`src/rtl/if_fetch_unit_pkg.sv`:
```
// -----------------------------------------------------------------------------
// if_fetch_unit_pkg
// Purpose : core-wide constants and the fetch-entry layout shared by the IF and
//           ID stages (XLEN, reset PC default, NOP encoding, entry field offsets).
// Ports   : none (package).
// -----------------------------------------------------------------------------
package if_fetch_unit_pkg;

   localparam int unsigned XLEN = 32;
   localparam logic [XLEN-1:0] RESET_PC_DEFAULT = 32'h0000_0000;
   localparam logic [XLEN-1:0] INST_NOP = 32'h0000_0013;

   // Fetch entry: {pc, inst}, pc in the upper half
   localparam int unsigned FE_W        = 2 * XLEN;
   localparam int unsigned FE_INST_LSB = 0;
   localparam int unsigned FE_PC_LSB   = XLEN;

   typedef struct packed {
      logic [XLEN-1:0] pc;
      logic [XLEN-1:0] inst;
   } fetch_entry_t;

   // Clear the byte-offset bits so every PC is word aligned
   function automatic logic [XLEN-1:0] word_align(input logic [XLEN-1:0] addr);
      return addr & ~XLEN'(3);
   endfunction

endpackage

```
`src/rtl/if_fetch_unit_if.sv`:
```
// -----------------------------------------------------------------------------
// if_fetch_unit_if
// Purpose : bundles the fetch stage's ROM port, EX redirect and IF->ID stream.
// Signals : rom_en/rom_addr/rom_inst_i  - ROM request and same-cycle read data
//           redirect_i/redirect_pc_i    - branch/jump redirect from EX
//           if_valid_o/if_pc_o/if_inst_o/id_ready_i - valid/ready stream to ID
// Modports: master = fetch unit side, slave = ROM/EX/ID environment side.
// -----------------------------------------------------------------------------
interface if_fetch_unit_if;
   import if_fetch_unit_pkg::*;

   logic            rom_en;
   logic [XLEN-1:0] rom_addr;
   logic [XLEN-1:0] rom_inst_i;
   logic            redirect_i;
   logic [XLEN-1:0] redirect_pc_i;
   logic            if_valid_o;
   logic [XLEN-1:0] if_pc_o;
   logic [XLEN-1:0] if_inst_o;
   logic            id_ready_i;

   modport master (
      output rom_en, rom_addr, if_valid_o, if_pc_o, if_inst_o,
      input  rom_inst_i, redirect_i, redirect_pc_i, id_ready_i
   );

   modport slave (
      input  rom_en, rom_addr, if_valid_o, if_pc_o, if_inst_o,
      output rom_inst_i, redirect_i, redirect_pc_i, id_ready_i
   );

endinterface

```
`src/rtl/if_fetch_unit_queue.sv`:
```
// -----------------------------------------------------------------------------
// if_fetch_unit_queue
// Purpose : synchronous FIFO of fetch entries between the ROM and decode.
//           Flush clears it in one cycle; head is driven from registered state
//           and reads zero when empty.
// Ports   : clk, rst      - clock, synchronous active-high reset
//           push_i/data_i - enqueue one entry
//           pop_i         - dequeue head (ignored when empty)
//           flush_i       - drop all entries (wins over push/pop)
//           head_o        - oldest entry, '0 when empty
//           valid_o       - queue not empty
//           full_o        - queue holds DEPTH entries
// -----------------------------------------------------------------------------
module if_fetch_unit_queue
   import if_fetch_unit_pkg::*;
#(
   parameter int unsigned DEPTH = 2
) (
   input  logic            clk,
   input  logic            rst,
   input  logic            push_i,
   input  logic            pop_i,
   input  logic            flush_i,
   input  logic [FE_W-1:0] data_i,
   output logic [FE_W-1:0] head_o,
   output logic            valid_o,
   output logic            full_o
);

   localparam int unsigned PTR_W = $clog2(DEPTH);
   localparam int unsigned CNT_W = PTR_W + 1;

   logic [FE_W-1:0]  mem_q [DEPTH];
   logic [PTR_W-1:0] wr_ptr_q, wr_ptr_d;
   logic [PTR_W-1:0] rd_ptr_q, rd_ptr_d;
   logic [CNT_W-1:0] count_q, count_d;
   logic             do_push, do_pop;

   assign valid_o = (count_q != '0);
   assign full_o  = (count_q == CNT_W'(DEPTH));
   assign head_o  = valid_o ? mem_q[rd_ptr_q] : '0;

   // Pointer/count next state; a push into a full queue needs a same-cycle pop
   always_comb begin
      wr_ptr_d = wr_ptr_q;
      rd_ptr_d = rd_ptr_q;
      count_d  = count_q;
      do_pop   = pop_i & valid_o;
      do_push  = push_i & (~full_o | do_pop);
      if (flush_i) begin
         wr_ptr_d = '0;
         rd_ptr_d = '0;
         count_d  = '0;
      end else begin
         if (do_push) wr_ptr_d = wr_ptr_q + PTR_W'(1);
         if (do_pop)  rd_ptr_d = rd_ptr_q + PTR_W'(1);
         count_d = count_q + CNT_W'(do_push) - CNT_W'(do_pop);
      end
   end

   always_ff @(posedge clk) begin
      if (rst) begin
         wr_ptr_q <= '0;
         rd_ptr_q <= '0;
         count_q  <= '0;
      end else begin
         wr_ptr_q <= wr_ptr_d;
         rd_ptr_q <= rd_ptr_d;
         count_q  <= count_d;
      end
   end

   // Storage needs no reset: entries are only visible while counted valid
   always_ff @(posedge clk) begin
      if (do_push && !flush_i && !rst) begin
         mem_q[wr_ptr_q] <= data_i;
      end
   end

endmodule

```
`src/rtl/if_fetch_unit.sv`:
```
// -----------------------------------------------------------------------------
// if_fetch_unit
// Purpose : instruction-fetch stage. Owns the PC, requests the ROM, captures
//           the same-cycle ROM word and queues {pc, inst} for decode. Handles
//           decode back-pressure and EX redirects (redirect has top priority).
// Ports   : clk, rst  - clock, synchronous active-high reset
//           fe        - if_fetch_unit_if.master (ROM port, redirect, ID stream)
//           perf_fetch_cnt_o / perf_stall_cnt_o - only with IF_PERF_EN defined:
//                       pushes, and cycles with the queue full and no pop
// Config  : IF_PERF_EN adds the two performance counters.
// -----------------------------------------------------------------------------
module if_fetch_unit
   import if_fetch_unit_pkg::*;
#(
   parameter logic [XLEN-1:0] RESET_PC = RESET_PC_DEFAULT,
   parameter int unsigned     FQ_DEPTH = 2
) (
   input  logic             clk,
   input  logic             rst,
   if_fetch_unit_if.master  fe
`ifdef IF_PERF_EN
   ,
   output logic [31:0]      perf_fetch_cnt_o,
   output logic [31:0]      perf_stall_cnt_o
`endif
);

   logic [XLEN-1:0] pc_q, pc_d;
   logic            pop_c, push_c;
   logic            fq_valid, fq_full;
   logic [FE_W-1:0] fq_head;
   fetch_entry_t    fetch_entry;

   // Handshake: a full queue can still accept when the head leaves this cycle
   assign pop_c  = fq_valid & fe.id_ready_i;
   assign push_c = ~rst & ~fe.redirect_i & (~fq_full | pop_c);

   assign fe.rom_en   = push_c;
   assign fe.rom_addr = pc_q;

   assign fetch_entry.pc   = pc_q;
   assign fetch_entry.inst = fe.rom_inst_i;

   // PC: redirect target, else advance on each fetch (wraps modulo 2^XLEN)
   always_comb begin
      pc_d = pc_q;
      if (fe.redirect_i) begin
         pc_d = word_align(fe.redirect_pc_i);
      end else if (push_c) begin
         pc_d = pc_q + XLEN'(4);
      end
   end

   always_ff @(posedge clk) begin
      if (rst) pc_q <= word_align(RESET_PC);
      else     pc_q <= pc_d;
   end

   // Redirect flushes the queue, discarding any head ID accepted that cycle
   if_fetch_unit_queue #(
      .DEPTH (FQ_DEPTH)
   ) u_queue (
      .clk     (clk),
      .rst     (rst),
      .push_i  (push_c),
      .pop_i   (pop_c),
      .flush_i (fe.redirect_i),
      .data_i  (fetch_entry),
      .head_o  (fq_head),
      .valid_o (fq_valid),
      .full_o  (fq_full)
   );

   assign fe.if_valid_o = fq_valid;
   assign fe.if_pc_o    = fq_head[FE_PC_LSB +: XLEN];
   assign fe.if_inst_o  = fq_head[FE_INST_LSB +: XLEN];

`ifdef IF_PERF_EN
   logic [31:0] fetch_cnt_q;
   logic [31:0] stall_cnt_q;

   // Counters survive redirects; only reset clears them
   always_ff @(posedge clk) begin
      if (rst) begin
         fetch_cnt_q <= '0;
         stall_cnt_q <= '0;
      end else begin
         fetch_cnt_q <= fetch_cnt_q + 32'(push_c);
         stall_cnt_q <= stall_cnt_q + 32'(fq_full & ~pop_c);
      end
   end

   assign perf_fetch_cnt_o = fetch_cnt_q;
   assign perf_stall_cnt_o = stall_cnt_q;
`endif

endmodule
```
`src/flat_wrapper.sv`:
```
// flat-port wrapper written by rule: the top's interface ports become plain ports
module if_fetch_unit_flat import if_fetch_unit_pkg::*;
#(
   parameter logic [XLEN-1:0] RESET_PC = RESET_PC_DEFAULT,
   parameter int unsigned     FQ_DEPTH = 2
)
  (clk, rst, fe_rom_en, fe_rom_addr, fe_if_valid_o, fe_if_pc_o, fe_if_inst_o, fe_rom_inst_i, fe_redirect_i, fe_redirect_pc_i, fe_id_ready_i);
  if_fetch_unit_if fe_i ();
  input  logic clk;
  input  logic rst;
  output wire logic [$bits(fe_i.rom_en)-1:0] fe_rom_en;
  output wire logic [$bits(fe_i.rom_addr)-1:0] fe_rom_addr;
  output wire logic [$bits(fe_i.if_valid_o)-1:0] fe_if_valid_o;
  output wire logic [$bits(fe_i.if_pc_o)-1:0] fe_if_pc_o;
  output wire logic [$bits(fe_i.if_inst_o)-1:0] fe_if_inst_o;
  input wire logic [$bits(fe_i.rom_inst_i)-1:0] fe_rom_inst_i;
  input wire logic [$bits(fe_i.redirect_i)-1:0] fe_redirect_i;
  input wire logic [$bits(fe_i.redirect_pc_i)-1:0] fe_redirect_pc_i;
  input wire logic [$bits(fe_i.id_ready_i)-1:0] fe_id_ready_i;
  assign fe_rom_en = fe_i.rom_en;
  assign fe_rom_addr = fe_i.rom_addr;
  assign fe_if_valid_o = fe_i.if_valid_o;
  assign fe_if_pc_o = fe_i.if_pc_o;
  assign fe_if_inst_o = fe_i.if_inst_o;
  assign fe_i.rom_inst_i = fe_rom_inst_i;
  assign fe_i.redirect_i = fe_redirect_i;
  assign fe_i.redirect_pc_i = fe_redirect_pc_i;
  assign fe_i.id_ready_i = fe_id_ready_i;
  if_fetch_unit #(.RESET_PC(RESET_PC), .FQ_DEPTH(FQ_DEPTH)) u_core (.clk(clk), .rst(rst), .fe(fe_i));
endmodule
```
`config.mk`:
```
export PLATFORM = sky130hd
export DESIGN_NAME = if_fetch_unit_flat
export DESIGN_NICKNAME = d
export VERILOG_FILES = /design/src/rtl/if_fetch_unit_pkg.sv /design/src/rtl/if_fetch_unit_if.sv /design/src/rtl/if_fetch_unit_queue.sv /design/src/rtl/if_fetch_unit.sv /design/src/flat_wrapper.sv
export SDC_FILE = /design/constraint.sdc
export NUM_CORES = 1
export LEC_CHECK = 0
export ABC_AREA = 1
export CELL_PAD_IN_SITES_DETAIL_PLACEMENT = 1
export CELL_PAD_IN_SITES_GLOBAL_PLACEMENT = 2
export CORE_ASPECT_RATIO = 1.1
export CORE_MARGIN = 1.5
export CORE_UTILIZATION = 35
export DETAILED_ROUTE_END_ITERATION = 16
export DONT_BUFFER_PORTS = 1
export HOLD_SLACK_MARGIN = 0.05
export PLACE_DENSITY_LB_ADDON = 0.1
export SKIP_CTS_REPAIR_TIMING = 1
export SKIP_LAST_GASP = 1
export SYNTH_ARGS = -nofsm -noshare
export SYNTH_HDL_FRONTEND = slang
export SYNTH_SLANG_ARGS = --single-unit
```
`constraint.sdc`:
```
create_clock -name clk -period 12.14 [get_ports clk]
set_clock_uncertainty 0.2 [all_clocks]
set_input_delay 0.607 -clock clk [delete_from_list [all_inputs] [get_ports clk]]
set_output_delay 0.607 -clock clk [all_outputs]
set_load 0.005 [all_outputs]
```
# After elaboration in Yosys (flattened, before gate mapping)
# Memory sizes are Yosys's and may differ from the RTL's. A register that Yosys moved wholly into a read port is not among the register bits.
# Index checks and enable logic that the tools add are counted.
# classes
add_sub_neg	5
eq_ne	1
n_mux	7
bitwise_logic	10
n_reduce_logical	7
# op_table
cell	count
$mux 32	2
$mux 64	1
$add 32x3->32 const B	1
$and 1x1->1	5
$mux 1	4
$reduce_bool 2->1	2
$not 1->1	3
$add 1x1->1 const B	2
$add 2x1->2	1
$eq 2x2->1 const B	1
$logic_and 1x1->1	2
$logic_not 1->1	2
$or 1x1->1	2
$reduce_or 2->1	1
$sub 2x1->2	1
# totals
register_bits	36
ram_bits	128
in_bits	68
wordCells	36
memories	1
# mem_list
name	depth	word_bits	read_ports	rd_clocked_by_memory_dff	write_ports	line	rtl
u_core.u_queue.mem_q	2	64	1	1	1	if_fetch_unit_queue.sv:33	logic [FE_W-1:0] mem_q [DEPTH];

# Logic depth before layout (Yosys ltp)
# Gate-level depths: netlist of the first run.
# logic_depth
depth_word	9
ltp_mapped	11

# Modules after synthesis
# A second synthesis of the first run with hierarchy kept.
# unflattened
cells_unflattened	760
hier_area_um2	7543.5
# modules_own_cells
mod	instances	cells_each	area_each_um2	seq_area_each_um2
if_fetch_unit_queue	1	388	5328.9	3943.8
if_fetch_unit	1	372	2214.6	600.6

# Least setup slack after synthesis of the first run
# OpenSTA, ideal clock, no wires.
# synth_path
path_kind	input to register
from	input rst
to	memory u_core.u_queue.mem_q[0][0] (netlist name) (enable)
t_arrival_ns	3.647
t_required_ns	11.457
slack_ns	7.810
stages	4
path_buffers	1
cell_sequence	nor2_2 > nand2_2 > buf_2 > nor2_1
# synth_via
elab_chain_len	8
elab_cells_between_ends	9
cone_classes	mux (2); bitwise (4); reduce/logical (3)
# synth_rtl
element	line	rtl
from (decl)	flat_wrapper.sv:10	input logic rst;
$not 1->1	if_fetch_unit.sv:36	assign push_c = ~rst & ~fe.redirect_i & (~fq_full | pop_c);
$and 1x1->1 (2 in series)	if_fetch_unit.sv:36	
$and 1x1->1	if_fetch_unit_queue.sv:49	do_push = push_i & (~full_o | do_pop);
$logic_and 1x1->1	if_fetch_unit_queue.sv:75	if (do_push && !flush_i && !rst) begin
$logic_and 1x1->1 *	if_fetch_unit_queue.sv:75	
$mux 1 *	if_fetch_unit_queue.sv:75	
$mux 1 (implied by the code) *	if_fetch_unit_queue.sv:76	mem_q[wr_ptr_q] <= data_i;
to (decl)	if_fetch_unit_queue.sv:33	
# Mark *: on every way between the ends. The rest lies on a longest branch, timed or not.

==> flow_summary.toml, run 1 <==
[pwr]
totalPowerFinal_uw = 1217
power_density_nw_per_um2 = 153.8
ir_worst_vdd_mv = 0.08616
power_leakage_uw = 0.002808

[setup_path]
cp.arrival_ps = 1990
critPathCaptureType = "primary output"
crit_buf_inv = 1
cp_slowest_cell = "inv_2"
startpoint_type = "flip-flop"
crit_path_cell_trace = "inv_2, nand2_1, a21oi_1"
critPathKind = "flip-flop to primary output"
slowest_delay_ps = 800
crit_family = "buffers and inverters"
required_ps = 11330
path_max_fanout = 62

[finish]
fin_nets = 802
num-fill-cells = 2241
multiInputGateArea_um2 = 2302
diodes = 0
register_area_um2 = 4425
drive_above_1_share_pct = 9.825
synthToLayoutAreaGrowth_pct = 12.54

[global_routing]
grt_pass1_wl_um = 28630
grt_pass1_vias = 5043
antenna_found_initial = 0
grt_max_degree = 64
gr-total-overflow = 0
gr-usage-all-layers_pct = 17.91

[drt]
drt-met1-wl_um = 8459
ant_nets = 0
route.met3.wl_um = 994
wl_um = 19040
drc = 0
wl_met2_um = 9352
routed_via_density = 5.092
firstDrtPassIters = 4
routed.top_layer = "met4"
vias = 5067
wl_per_cell_um = 19.13
drt_iter0_drc = 198

[clock_tree]
tritoncts = "done"
clock-root-buffer = "clkbuf_16"
clkTransAtPathRegs_ps = 70
cts_buffers = 17
clockBufferDepth = 2
htree_num_levels = 4
clk_latency_ps = 420
clock_sinks = 159

[sta]
tns_ps = 0
worstMarginPinSlew_ps = 1130
rsz0062_at_grt = "no"
fmax_mhz = 358.1
period_share_pct = 23.00
finalHoldViolCount = 0
drv_slew = 0
slew_headroom_pct = 24.58
setup_violations = 0
fin_crit_ps = 2792

[floorplan]
rows = 54
die_x_um = 138.1
core_area_um2 = 19800
start_util_pct = 35.52
die_h_um = 151.7
dieArea_um2 = 20950
ioPinCount = 166

[status]
status = "finished clean"

[synthesis]
syn_area_um2 = 7032
yosysSeqAreaShare_pct = 62.92
syn_area_per_cell_um2 = 9.606
synth_warnings = 0
synth_cells = 732
yosysUniqueCellTypes = 35
ys_ff_latch = 159

[place]
dp_hpwl_um = 12520
io_buffers = 0
gp_congestion = 0.7465

[min_path]
hold_path.class = "input port to flip-flop"

[flow_run]
maxCapViolCount = 0
==> layout make-up <==
| type | count | share of cell area (%) |
|---|---|---|
| clock buffers | 17 | 5.375 |
| repair buffers | 13 | 1.644 |
| well taps | 252 | 3.984 |
| multi-input cells | 495 | 29.09 |
| flip-flops and latches | 159 | 55.92 |
| inverters | 45 | 2.150 |
| clock inverters | 14 | 1.834 |
==> where the power goes <==
group	internal [µW]	total, µW	switching, µW
Combinational	20.6	66.5	45.9
Sequential	609	630	21.4
Clock	288	521	232
Total	918	1220	300
==> stage by stage <==
stage	utilization [%]	hold slack, ps	instance area (µm²)	setup WS, ps	std cells
after floorplan	-	225.5	7043	7810	735
after global placement	36.59	237.6	7243	9339	955
after detailed placement	36.59	243.7	7243	9286	955
after CTS	39.47	21.44	7814	9252	986
after global routing	39.98	49.89	7914	9143	995
final	39.98	80.25	7914	9348	995
==> state kept, by name, indices dropped and copies added, names as in the netlist, named ones only <==
| signal | count |
|---|---|
| u_core.fe.rom_addr | 30 |
| u_core.u_queue.mem_q | 124 |
| u_core.u_queue.count_q | 2 |
| u_core.u_queue.wr_ptr_q | 1 |
| u_core.u_queue.rd_ptr_q | 1 |
==> worst reg2reg max path, delay by kind of cell (launching register included) <==
| family | cells | cell delay (ps) |
|---|---|---|
| simple gates | 3 | 890 |
| buf+inv | 1 | 640 |
| flops | 1 | 410 |
==> metal layers <==
layer | global-route usage [%] | vias up
li1 | - | 2436
met1 | 22.57 | 2491
met2 | 30.15 | 124
met3 | 5.154 | 16
met4 | 5.211 | 0
met5 | 0 | -
==> placed cells by master, fill, tap and decap left out, types with 4 or more instances in the layout <==
| cell | instances |
|---|---|
| a21oi_1 | 88 |
| a31oi_1 | 7 |
| buf_4 | 4 |
| clkbuf_16 | 17 |
| clkinvlp_4 | 5 |
| conb_1 | 4 |
| dfxtp_1 | 34 |
| dlygate4sd3_1 | 8 |
| edfxtp_1 | 124 |
| inv_1 | 41 |
| inv_6 | 5 |
| nand2_1 | 239 |
| nand2_2 | 5 |
| nand3_1 | 31 |
| nor2_1 | 56 |
| nor2_2 | 6 |
| nor2_4 | 8 |
| nor3_1 | 6 |
| o21ai_0 | 13 |
| or2_2 | 5 |
| xnor2_1 | 4 |
==> logic make-up (layout without fill, tap and decap cells) <==
family | count (synthesis) | after routing | share of synthesized area, %
compound gates | 117 | 117 | 8.843
xor+xnor | 7 | 7 | 0.8719
fa+ha+maj | 3 | 3 | 0.5339
buf+inv | 81 | 89 | 4.786
flops | 159 | 159 | 62.92
other cells | 1 | 4 | 0.05333
simple gates | 364 | 364 | 21.99
==> synth_stat cells <==
cell / n / share of area [%]
buf_1: 1 / 0.053
nor2_1: 58 / 3.1
inv_2: 3 / 0.16
buf_4: 7 / 0.75
edfxtp_1: 124 / 53
dfxtp_1: 35 / 10
xnor2_1: 4 / 0.50
o21ai_0: 13 / 0.93
conb_1: 1 / 0.053
o21a_1: 1 / 0.11
a32oi_1: 1 / 0.12
clkinv_2: 1 / 0.071
nand3_1: 31 / 2.2
ha_1: 3 / 0.53
or2_0: 1 / 0.089
nand2_1: 239 / 13
xor2_1: 3 / 0.37
nand3_2: 1 / 0.14
a211oi_1: 1 / 0.11
buf_2: 4 / 0.28
a21oi_2: 3 / 0.37
nand2_2: 5 / 0.44
and2_1: 1 / 0.089
clkbuf_1: 24 / 1.3
inv_1: 41 / 2.2
a21oi_1: 88 / 6.3
a22oi_1: 3 / 0.32
or2_2: 5 / 0.44
a31oi_1: 7 / 0.62
nor3_1: 6 / 0.43
nor2_8: 1 / 0.28
nand2_4: 3 / 0.48
nand3b_1: 1 / 0.11
nor2_4: 5 / 0.80
nor2_2: 7 / 0.62
==> path summary, 6_finish.rpt <==
path	from	to	slack (ps)	cells after the start
min	fe_rom_inst_i[27]	u_core.u_queue.mem_q[0][27]$_DFFE_PP_	80	0
min reg2reg	u_core.u_queue.rd_ptr_q$_SDFFE_PP0P_	flip-flop	250	1
max	flip-flop	fe_if_pc_o[16]	9350	3
max reg2reg	u_core.u_queue.count_q[0]$_SDFF_PP0_	u_core.u_queue.mem_q[0][51]$_DFFE_PP_	9580	4
Power figures use the tool's default switching activity.
==> run 2, diff against run 1 <==
==> constraint.sdc (replaced) <==
create_clock -name clk -period 2.38 [get_ports clk]
set_clock_uncertainty 0.2 [all_clocks]
set_input_delay 0.119 -clock clk [delete_from_list [all_inputs] [get_ports clk]]
set_output_delay 0.119 -clock clk [all_outputs]
set_load 0.005 [all_outputs]
==> flow_summary.toml, run 2 (synthesis results as in run 1) <==
[drt]
routed_via_density = 4.964
wl_um = 19570
firstDrtPassIters = 4
drc = 0
vias = 5316
drt_iter0_drc = 196
ant_nets = 0
wl_per_cell_um = 18.27

[floorplan]
ioPinCount = 166
rows = 54
start_util_pct = 35.52
core_area_um2 = 19800
die_x_um = 138.1
dieArea_um2 = 20950
die_h_um = 151.7

[finish]
synthToLayoutAreaGrowth_pct = 23.83
drive_above_1_share_pct = 10.62
diodes = 0
layout.cells.non_filler = 1071
fin_nets = 877
largest_register_ffs = 124
final_cell_mix = "nand2_1 (239), edfxtp_1 (124), a21oi_1 (88)"
regMostFlops = "u_core.u_queue.mem_q"
final_common_cell = "nand2_1"
utilization_pct = 43.98
num-fill-cells = 2243

[setup_path]
path_max_fanout = 31
startpoint = "rst"
critPathKind = "input port to flip-flop"
crit_buf_inv = 4
startpoint_type = "input port"
required_ps = 2520
crit_path_cell_trace = "dlygate4sd3_1, buf_12, nor2_2, nand2_2, buf_4, nor2_1, nor3_1, dlygate4sd3_1, nor3_1"
critPathCaptureType = "flip-flop"
r2r_start = "u_core.fe.rom_addr[9]$_SDFFE_PP0P_"
cp_slowest_cell = "dlygate4sd3_1"
slowest_delay_ps = 580
cp.arrival_ps = 2410
crit_family = "buffers and inverters"

[min_path]
hold_path.class = "input port to flip-flop"
min-delay-start = "fe_rom_inst_i[28]"

[global_routing]
use_met3_pct = 5.091
grt_pass1_vias = 5106
grt_use_met2_pct = 29.88
gr-total-overflow = 0
gr-usage-all-layers_pct = 18.28
grt_pass1_wl_um = 29350
use_met1_pct = 23.53
busiest_layer = "met2"
grt_max_degree = 64
antenna_found_initial = 0

[place]
placed_cells = 969
dp_hpwl_um = 13070
io_buffers = 0
gp_congestion = 0.7632

[pwr]
switchingPower_uw = 1552
p_comb_share_pct = 7.2
intPower_uw = 4883
power_leakage_uw = 0.003160
seqPwrFrac_pct = 49.9
power_density_nw_per_um2 = 739.0
ir_worst_vdd_mv = 0.4855
power.clock.fraction_pct = 42.9
swShare_pct = 24.12
totalPowerFinal_uw = 6435

[clock_tree]
clkTransAtPathRegs_ps = 70
htree_num_levels = 4
clk_latency_ps = 410
cts_buffers = 17
clockBufferDepth = 2
clock_sinks = 159
clock-root-buffer = "clkbuf_16"
tritoncts = "done"

[sta]
fin_crit_ps = 2270
worstMarginPinSlew_ps = 703.2
tns_ps = 0
drv_slew = 0
setup_violations = 0
slew_headroom_pct = 53.12
fmax_mhz = 440.5
period_share_pct = 95.39
finalHoldViolCount = 0

[status]
status = "finished clean"

[flow_run]
maxCapViolCount = 0
## run 2: cell types whose count changed in the layout (fill, tap and decap cells not counted), moves of 3 or more
cell,change
dlygate4sd3_1,+61
buf_4,+10
buf_12,+4
clkinvlp_4,-4
clkinv_4,+3
## run 2: routing by layer
layer,vias to the layer above,wire length (µm)
met5,-,0
met4,0,316
met3,20,943
met2,127,9522
met1,2584,8785
li1,2585,-
## run 2: final timing paths
kind	end	slack (ps)	cells past startpoint
min	u_core.u_queue.mem_q[0][28]$_DFFE_PP_	160	1
min reg2reg	flip-flop	250	1
max reg2reg	u_core.fe.rom_addr[13]$_SDFFE_PP0P_	150	7
max	u_core.fe.rom_addr[13]$_SDFFE_PP0P_	110	9
## run 2: per-stage QoR
stage | cell area, µm² | worst slack, ps | hold slack (ps)
2_1_floorplan | 7058 | 112.7 | 17.87
3_3_place_gp | 7398 | 439.2 | -13.30
3_5_place_dp | 7398 | 337.9 | -11.61
4_1_cts | 7996 | 307.2 | -457.4
5_1_grt | 8707 | -12.57 | 148.9
6_report | 8707 | 109.8 | 157.3
## run 2: power by group through the flow
| stage | logic (µW) | clock network [µW] | registers (µW) |
|---|---|---|---|
| after global placement | 341 | 0 | 3260 |
| after CTS | 355 | 2830 | 3210 |
| after global routing | 522 | 2940 | 3220 |
| final | 465 | 2760 | 3210 |
| after floorplan | 261 | 0 | 3230 |
| after detailed placement | 353 | 0 | 3270 |
## run 2: area by class of cell
type / instances / area, µm² / share of cell area [%]
Clock inverter: 14 / 168.9 / 1.940
Tap cell: 252 / 315.3 / 3.621
Sequential cell: 159 / 4425 / 50.83
Timing Repair Buffer: 88 / 895.9 / 10.29
Inverter: 45 / 170.2 / 1.954
Multi-Input combinational cell: 495 / 2302 / 26.44
Clock buffer: 18 / 429.2 / 4.929
